**src/rtl/demux_sel_sequencer_if.sv**
```systemverilog
// Bus between the demux select sequencer and its requester.
// DEMUX_SEQ_MASK_EN adds the ch_mask channel-enable field.
interface demux_sel_sequencer_if #(
  parameter int unsigned DWELL_W = 8
) ();
  logic               start;
  logic [DWELL_W-1:0] dwell;
`ifdef DEMUX_SEQ_MASK_EN
  logic [7:0]         ch_mask;
`endif
  logic [2:0]         sel;
  logic               strobe;
  logic               busy;
  logic               done;

`ifdef DEMUX_SEQ_MASK_EN
  modport master (output start, dwell, ch_mask, input sel, strobe, busy, done);
  modport slave  (input start, dwell, ch_mask, output sel, strobe, busy, done);
`else
  modport master (output start, dwell, input sel, strobe, busy, done);
  modport slave  (input start, dwell, output sel, strobe, busy, done);
`endif
endinterface

```
**src/rtl/demux_sel_sequencer.sv**
```systemverilog
// Walks the 1x8 demux select over the enabled channels, holding each for dwell+1 cycles.
// DEMUX_SEQ_MASK_EN enables the ch_mask input; otherwise every channel is visited.
module demux_sel_sequencer #(
  parameter int unsigned DWELL_W = 8
) (
  input logic                    clk,
  input logic                    rst_n,
  demux_sel_sequencer_if.slave   bus
);

  typedef enum logic [1:0] {StIdle, StDwell, StDone} state_e;

  state_e             state_q, state_d;
  logic [DWELL_W-1:0] cnt_q, cnt_d;
  logic [DWELL_W-1:0] dwell_q, dwell_d;
  logic [2:0]         sel_q, sel_d;
  logic [7:0]         mask_q, mask_d;
  logic [7:0]         mask_in;
  logic [2:0]         first_ch, next_ch;
  logic               next_found;

`ifdef DEMUX_SEQ_MASK_EN
  assign mask_in = bus.ch_mask;
`else
  assign mask_in = 8'hFF;
`endif

  // Lowest enabled channel of the incoming mask.
  always_comb begin
    first_ch = 3'd0;
    for (int i = 7; i >= 0; i--) begin
      if (mask_in[i]) first_ch = 3'(i);
    end
  end

  // Lowest latched-enabled channel strictly above the current select; no wrap.
  always_comb begin
    next_ch    = 3'd0;
    next_found = 1'b0;
    for (int i = 0; i < 8; i++) begin
      if (!next_found && mask_q[i] && (i > int'(sel_q))) begin
        next_ch    = 3'(i);
        next_found = 1'b1;
      end
    end
  end

  always_comb begin
    state_d = state_q;
    cnt_d   = cnt_q;
    dwell_d = dwell_q;
    sel_d   = sel_q;
    mask_d  = mask_q;
    unique case (state_q)
      StIdle: begin
        if (bus.start) begin
          dwell_d = bus.dwell;
          mask_d  = mask_in;
          if (|mask_in) begin
            sel_d   = first_ch;
            cnt_d   = bus.dwell;
            state_d = StDwell;
          end else begin
            state_d = StDone;
          end
        end
      end
      StDwell: begin
        if (cnt_q != '0) begin
          cnt_d = cnt_q - DWELL_W'(1);
        end else if (next_found) begin
          sel_d = next_ch;
          cnt_d = dwell_q;
        end else begin
          sel_d   = 3'd0;
          state_d = StDone;
        end
      end
      StDone:  state_d = StIdle;
      default: state_d = StIdle;
    endcase
  end

  always_ff @(posedge clk or negedge rst_n) begin
    if (!rst_n) begin
      state_q <= StIdle;
      cnt_q   <= '0;
      dwell_q <= '0;
      sel_q   <= 3'd0;
      mask_q  <= 8'd0;
    end else begin
      state_q <= state_d;
      cnt_q   <= cnt_d;
      dwell_q <= dwell_d;
      sel_q   <= sel_d;
      mask_q  <= mask_d;
    end
  end

  // Outputs decode straight from registered state only.
  assign bus.sel    = sel_q;
  assign bus.strobe = (state_q == StDwell);
  assign bus.busy   = (state_q == StDwell);
  assign bus.done   = (state_q == StDone);

endmodule

```
**src/flat_wrapper.sv**
```systemverilog
// flat-port wrapper written by rule: the top's interface ports become plain ports
module demux_sel_sequencer_flat 
#(
  parameter int unsigned DWELL_W = 8
)
  (clk, rst_n, bus_start, bus_dwell, bus_sel, bus_strobe, bus_busy, bus_done);
  demux_sel_sequencer_if #(.DWELL_W(DWELL_W)) bus_i ();
  input logic clk;
  input logic rst_n;
  input wire logic [$bits(bus_i.start)-1:0] bus_start;
  input wire logic [$bits(bus_i.dwell)-1:0] bus_dwell;
  output wire logic [$bits(bus_i.sel)-1:0] bus_sel;
  output wire logic [$bits(bus_i.strobe)-1:0] bus_strobe;
  output wire logic [$bits(bus_i.busy)-1:0] bus_busy;
  output wire logic [$bits(bus_i.done)-1:0] bus_done;
  assign bus_i.start = bus_start;
  assign bus_i.dwell = bus_dwell;
  assign bus_sel = bus_i.sel;
  assign bus_strobe = bus_i.strobe;
  assign bus_busy = bus_i.busy;
  assign bus_done = bus_i.done;
  demux_sel_sequencer #(.DWELL_W(DWELL_W)) u_core (.clk(clk), .rst_n(rst_n), .bus(bus_i));
endmodule
```
**config.mk**
```make
export PLATFORM = sky130hd
export DESIGN_NAME = demux_sel_sequencer_flat
export DESIGN_NICKNAME = d
export VERILOG_FILES = /design/src/rtl/demux_sel_sequencer_if.sv /design/src/rtl/demux_sel_sequencer.sv /design/src/flat_wrapper.sv
export SDC_FILE = /design/constraint.sdc
export NUM_CORES = 1
export LEC_CHECK = 0
export BUFFER_PORTS_ARGS = -buffer_cell sky130_fd_sc_hd__buf_2
export CORE_UTILIZATION = 45
export CTS_CLUSTER_SIZE = 20
export DETAILED_ROUTE_END_ITERATION = 12
export SLEW_MARGIN = 5
export SYNTH_ARGS = -nofsm -noshare
export SYNTH_HDL_FRONTEND = slang
export SYNTH_SLANG_ARGS = --single-unit
```
**constraint.sdc**
```tcl
create_clock -name clk -period 5.55 [get_ports clk]
set_clock_uncertainty 0.1 [all_clocks]
set_input_delay 0.555 -clock clk [delete_from_list [all_inputs] [get_ports clk]]
set_output_delay 0.555 -clock clk [all_outputs]
set_load 0.02 [all_outputs]
```
Yosys cells after proc, flatten, opt, wreduce, memory -nomap -nowiden
Cells that the tools add are included.
- ROM bits: 0
- memories kept: 0
- input bits: 11
- register bits: 22
- output and inout port bits: 6
- RAM bits: 0
- latch bits: 0
- word-level logic and storage cells: 71
- bitwise logic cells: 0
- magnitude comparators: 7
- reductions and logical operators: 26
- multipliers: 0
- shifts and indexed selects: 0
- multiplexer cells: 26
- div/mod/pow operators: 0
- equal/unequal tests: 6
- $add $sub $neg: 1
- operators by type and width (operator ; number):
    $mux 3 ; 8
    $mux 8 ; 3
    $pmux 8 s2 ; 1
    $logic_and 1x1->1 ; 13
    $gt 3x3->1 const A ; 4
    $reduce_and 3->1 ; 3
    $mux 1 ; 8
    $mux 2 ; 4
    $reduce_bool 8->1 ; 1
    $sub 8x1->8 const B ; 1
    $gt 2x3->1 const A ; 2
    $logic_not 1->1 ; 6
    $ne 2x2->1 const B ; 3
    $pmux 3 s2 ; 1
    $pmux 2 s2 ; 1
    $gt 1x3->1 const A ; 1
    $ne 3x1->1 const B ; 1
    $eq 2x1->1 const B ; 1
    $eq 2x2->1 const B ; 1
    $logic_not 2->1 ; 1
    $reduce_and 2->1 ; 1
    $reduce_bool 2->1 ; 1

Depth between registers and ports, before layout
- word-level depth: 30
- mapped depth: 7
- mapped depth without buffers: 7

Worst setup path after synthesis
No wires, ideal clock.
- kind: reg-to-reg
- start: register u_core.cnt_q[0]
- end: register u_core.cnt_q[2]
- data arrival time: 1645 ps
- data required time: 5349 ps
- cell stages (with the launch flop): 7
- buffers on the path: 0
- path slack: 3704 ps
- cells stage by stage: dfrtp_1 > inv_1 > ha_1 > nor4b_4 > a21oi_2 > mux2_2 > o32ai_1
- longest elaborated chain between the ends: 3
- elaborated cells on any way between the ends: 6
- ends and longest elaborated chain (element ; RTL line ; source):
    start: declaration ; demux_sel_sequencer.sv:14 ; logic [DWELL_W-1:0] cnt_q, cnt_d;
    start signal: assignment ; demux_sel_sequencer.sv:93 ; cnt_q <= cnt_d;
    $sub 8x1->8 or $reduce_bool 8->1 (tied branches) ; demux_sel_sequencer.sv:70, demux_sel_sequencer.sv:69 ;
    $mux 8 or $ne 3x1->1 (tied branches) ; n/a ;
    $pmux 8 s2 or $reduce_and 3->1 (tied branches) ; n/a ;
Parallel ways exist; a longest one is shown, timed or not.
A chain may end at the register's enable or synchronous reset.

Worst setup path after layout
- start: register u_core.cnt_q[0]
- end: register u_core.cnt_q[0]
Same word-level chain as after synthesis.

==> run_results.csv <==
group,metric,value,unit
sta,final_max_slew_viol_count,0,
cts,htree_levels,1,
place,hpwlAfterDp,1990,um
sta,holdWs,0.103,ns
detailed_routing,wl_per_cell,16.6,um
place,portBuffers,16,
worst_setup_path,reg2reg_slack,3.17,ns
yosys,synth_seq_cells,22,
sta,rsz0062_at_grt,"no",
global_routing,grt_first_pass_wirelength,4740,um
cts,clkTransAtPathRegs,0.12,ns
pwr,switching_share,42.2,%
min_path,holdCritPathClass,"in -> async",
yosys,synth_top_area_share,42.6,%
finish,syn_to_final_growth,9.21,%
pwr,total_power,0.717,mW
pwr,power_frac_seq,43.5,%
floorplanning,core_area,2730,sq um
detailed_routing,ant_nets,0,
global_routing,antenna_found_initial,0,
cts,cts_tree,"done",
finish,antenna_cells,0,
floorplanning,die_h,55.6,um
cts,cts_buffers,3,
worst_setup_path,cp.required,5.65,ns
detailed_routing,vias,1023,
cts,clkSinkCount,22,
worst_setup_path,cp_max_fo,12,
yosys,ys_types,53,
place,place.gp.congestion,0.790,
worst_setup_path,start_kind,"flop",
pwr,ir_drop,260,uV
sta,layout_setup_ws,3.17,ns
pwr,cellInternalPower,0.415,mW
finish,nNetsFinal,153,
sta,fin_crit_sh,42.9,%
detailed_routing,first_iter_violations,47,
sta,max_freq,0.420,GHz
cts,post-cts-setup-buffers,0,
detailed_routing,vias_per_cell,6.05,
cts,ctsLongestPathBuffers,2,
pwr,power_frac_comb,46.3,%
yosys,synth-main-ff-cell,"dfrtp_1",
cts,root_buffer,"clkbuf_4",
cts,worstSkewPairLatency,0.30,ns
yosys,synth_cells,123,
cts,cts_hold_buf,0,
global_routing,grt_usage,19.5,%
yosys,ys_warn_count,0,
yosys,ys_top_cells_by_area,"dfrtp_1, mux2_2, nor2_1",
floorplanning,pin_count,17,
yosys,synthesis.nets,136,
sta,worst_pin_slew,0.962,ns
sta,relSlewSlack,35.6,%
finish,fillers,275,
global_routing,grt_pass1_vias,975,
floorplanning,start_util,47.2,%
worst_setup_path,arrival,2.48,ns
floorplanning,fp.dieArea,3090,sq um
sta,fin_crit,2.38,ns
detailed_routing,drc,0,
floorplanning,num_rows,19,
pwr,p_leak,0.601,nW
worst_setup_path,crit_path_end_kind,"flop",
floorplanning,die_x,55.6,um
yosys,syn_area_per_cell,10.5,sq um
pwr,p_per_area,509,nW/um^2
detailed_routing,drt_wl_total,2810,um
yosys,seq_area_frac_synth,42.6,%
worst_setup_path,critPathKind,"reg -> reg",
cts,post_cts_resized,0,
flow_run,maxCapViolCount,0,
yosys,synthArstFlopShare,100,%
yosys,post-synth-top-area-cell,"dfrtp_1",
place,post-place-ws,3.21,ns
sta,final_hold_viol_count,0,
pwr,p_clk_share,10.3,%
detailed_routing,drtPass1Iterations,4,
sta,finalSetupViolations,0,
sta,tns,0,ns
global_routing,grt-ovfl-total,0,
yosys,synth_edf_count,0,
run_status,outcome,"finished, final reports clean",
yosys,synth.cell_area,1290,sq um
finish,final_util,51.6,%
finish,drive_above_1_share,30.4,%
pwr,power_switching,0.303,mW
global_routing,grt_max_degree,23,
worst paths after layout:
kind / start / endpoint / cells after the start
worst min register to register: u_core.dwell_q[4] / u_core.dwell_q[4] / 1
min in group clk: bus_dwell[7] / u_core.dwell_q[7] / 2
worst min-delay path: rst_n / u_core.dwell_q[7] / 1
worst max register to register: u_core.cnt_q[0] / u_core.cnt_q[0] / 7
max in group asynchronous: rst_n / u_core.cnt_q[2] / 1
worst max-delay path: u_core.cnt_q[0] / u_core.cnt_q[0] / 7
power groups by stage:
stage	Sequential (mW)	Combinational, mW	Clock (mW)
after detailed placement	0.315	0.332	0
after global placement	0.313	0.329	0
after global routing	0.325	0.366	0.0825
after floorplan	0.301	0.266	0
after CTS	0.312	0.332	0.0763
final	0.312	0.332	0.0737
stage by stage:
stage / instance area, sq um / cells
6_report: 1410 / 169
5_1_grt: 1410 / 169
4_1_cts: 1410 / 169
3_5_place_dp: 1390 / 166
3_3_place_gp: 1390 / 166
2_1_floorplan: 1290 / 123
layer usage:
metal	up-vias	GRT usage, %	wire, um
li1	497	-	-
met3	4	2.11	108
met4	0	5.36	27
met2	34	31.3	1320
met5	-	0	0
met1	488	28.2	1350
synth_stat cells (2+ instances only):
| library cell | count |
|---|---|
| ha_1 | 2 |
| nand3_1 | 4 |
| o21ai_0 | 3 |
| inv_2 | 2 |
| nor4_1 | 2 |
| a22oi_1 | 2 |
| mux2i_1 | 2 |
| inv_1 | 4 |
| nand2_1 | 6 |
| nor3b_1 | 2 |
| a22o_1 | 3 |
| mux2_2 | 11 |
| o21ai_1 | 2 |
| dfrtp_1 | 22 |
| o32ai_1 | 2 |
| nand2b_1 | 2 |
| o22ai_1 | 2 |
| a21oi_1 | 4 |
| nor2_1 | 7 |
| nor2b_1 | 4 |
| a311oi_1 | 3 |
critical path: stages (launching register included):
cell,delay (ns)
dfrtp_1,0.44
inv_1,0.10
ha_1,0.21
nor4b_4,0.59
a21oi_2,0.28
nor2_4,0.20
inv_2,0.09
o221a_1,0.25
registers in the layout (all words and copies together) (netlist names):
register and cells:
u_core.mask_q 1, u_core.bus.sel 3, u_core.cnt_q 8, u_core.state_q 2, u_core.dwell_q 8
placed cells by master, fill, tap and decap left out, drive strengths merged, types with 2 or more instances in the layout:
cell    instances
o22ai           2
nand3           4
inv             6
mux2           11
a22o            3
a22oi           2
nor3b           2
nor4            2
a311oi          3
nor2b           4
o32ai           2
and3            2
a21oi           5
o21ai           5
buf            16
nor3            2
ha              2
mux2i           2
dfrtp          22
clkbuf          3
nor4b           2
nand2           7
nand2b          3
nor2            8
area by class of cell:
type,instances,area (sq um),share of cell area [%]
clock buffers,3,22.5,1.60
inverters,6,22.5,1.60
multi-input cells,91,696,49.3
flip-flops and latches,22,551,39.0
well taps,31,38.8,2.75
repair buffers,16,80.1,5.68
kinds of logic (layout without fill, tap and decap cells):
kind of cell	after synthesis	in the layout	share of synthesized area, %
AO/OA/AOI/OAI	33	33	18.8
buffers and inverters	10	25	3.88
adder cells (fa/ha/maj)	2	2	1.94
AND/OR/NAND/NOR	43	43	21.6
flip-flops	22	22	42.6
multiplexers	13	13	11.1
No activity file was read; power rests on OpenSTA's default activity.
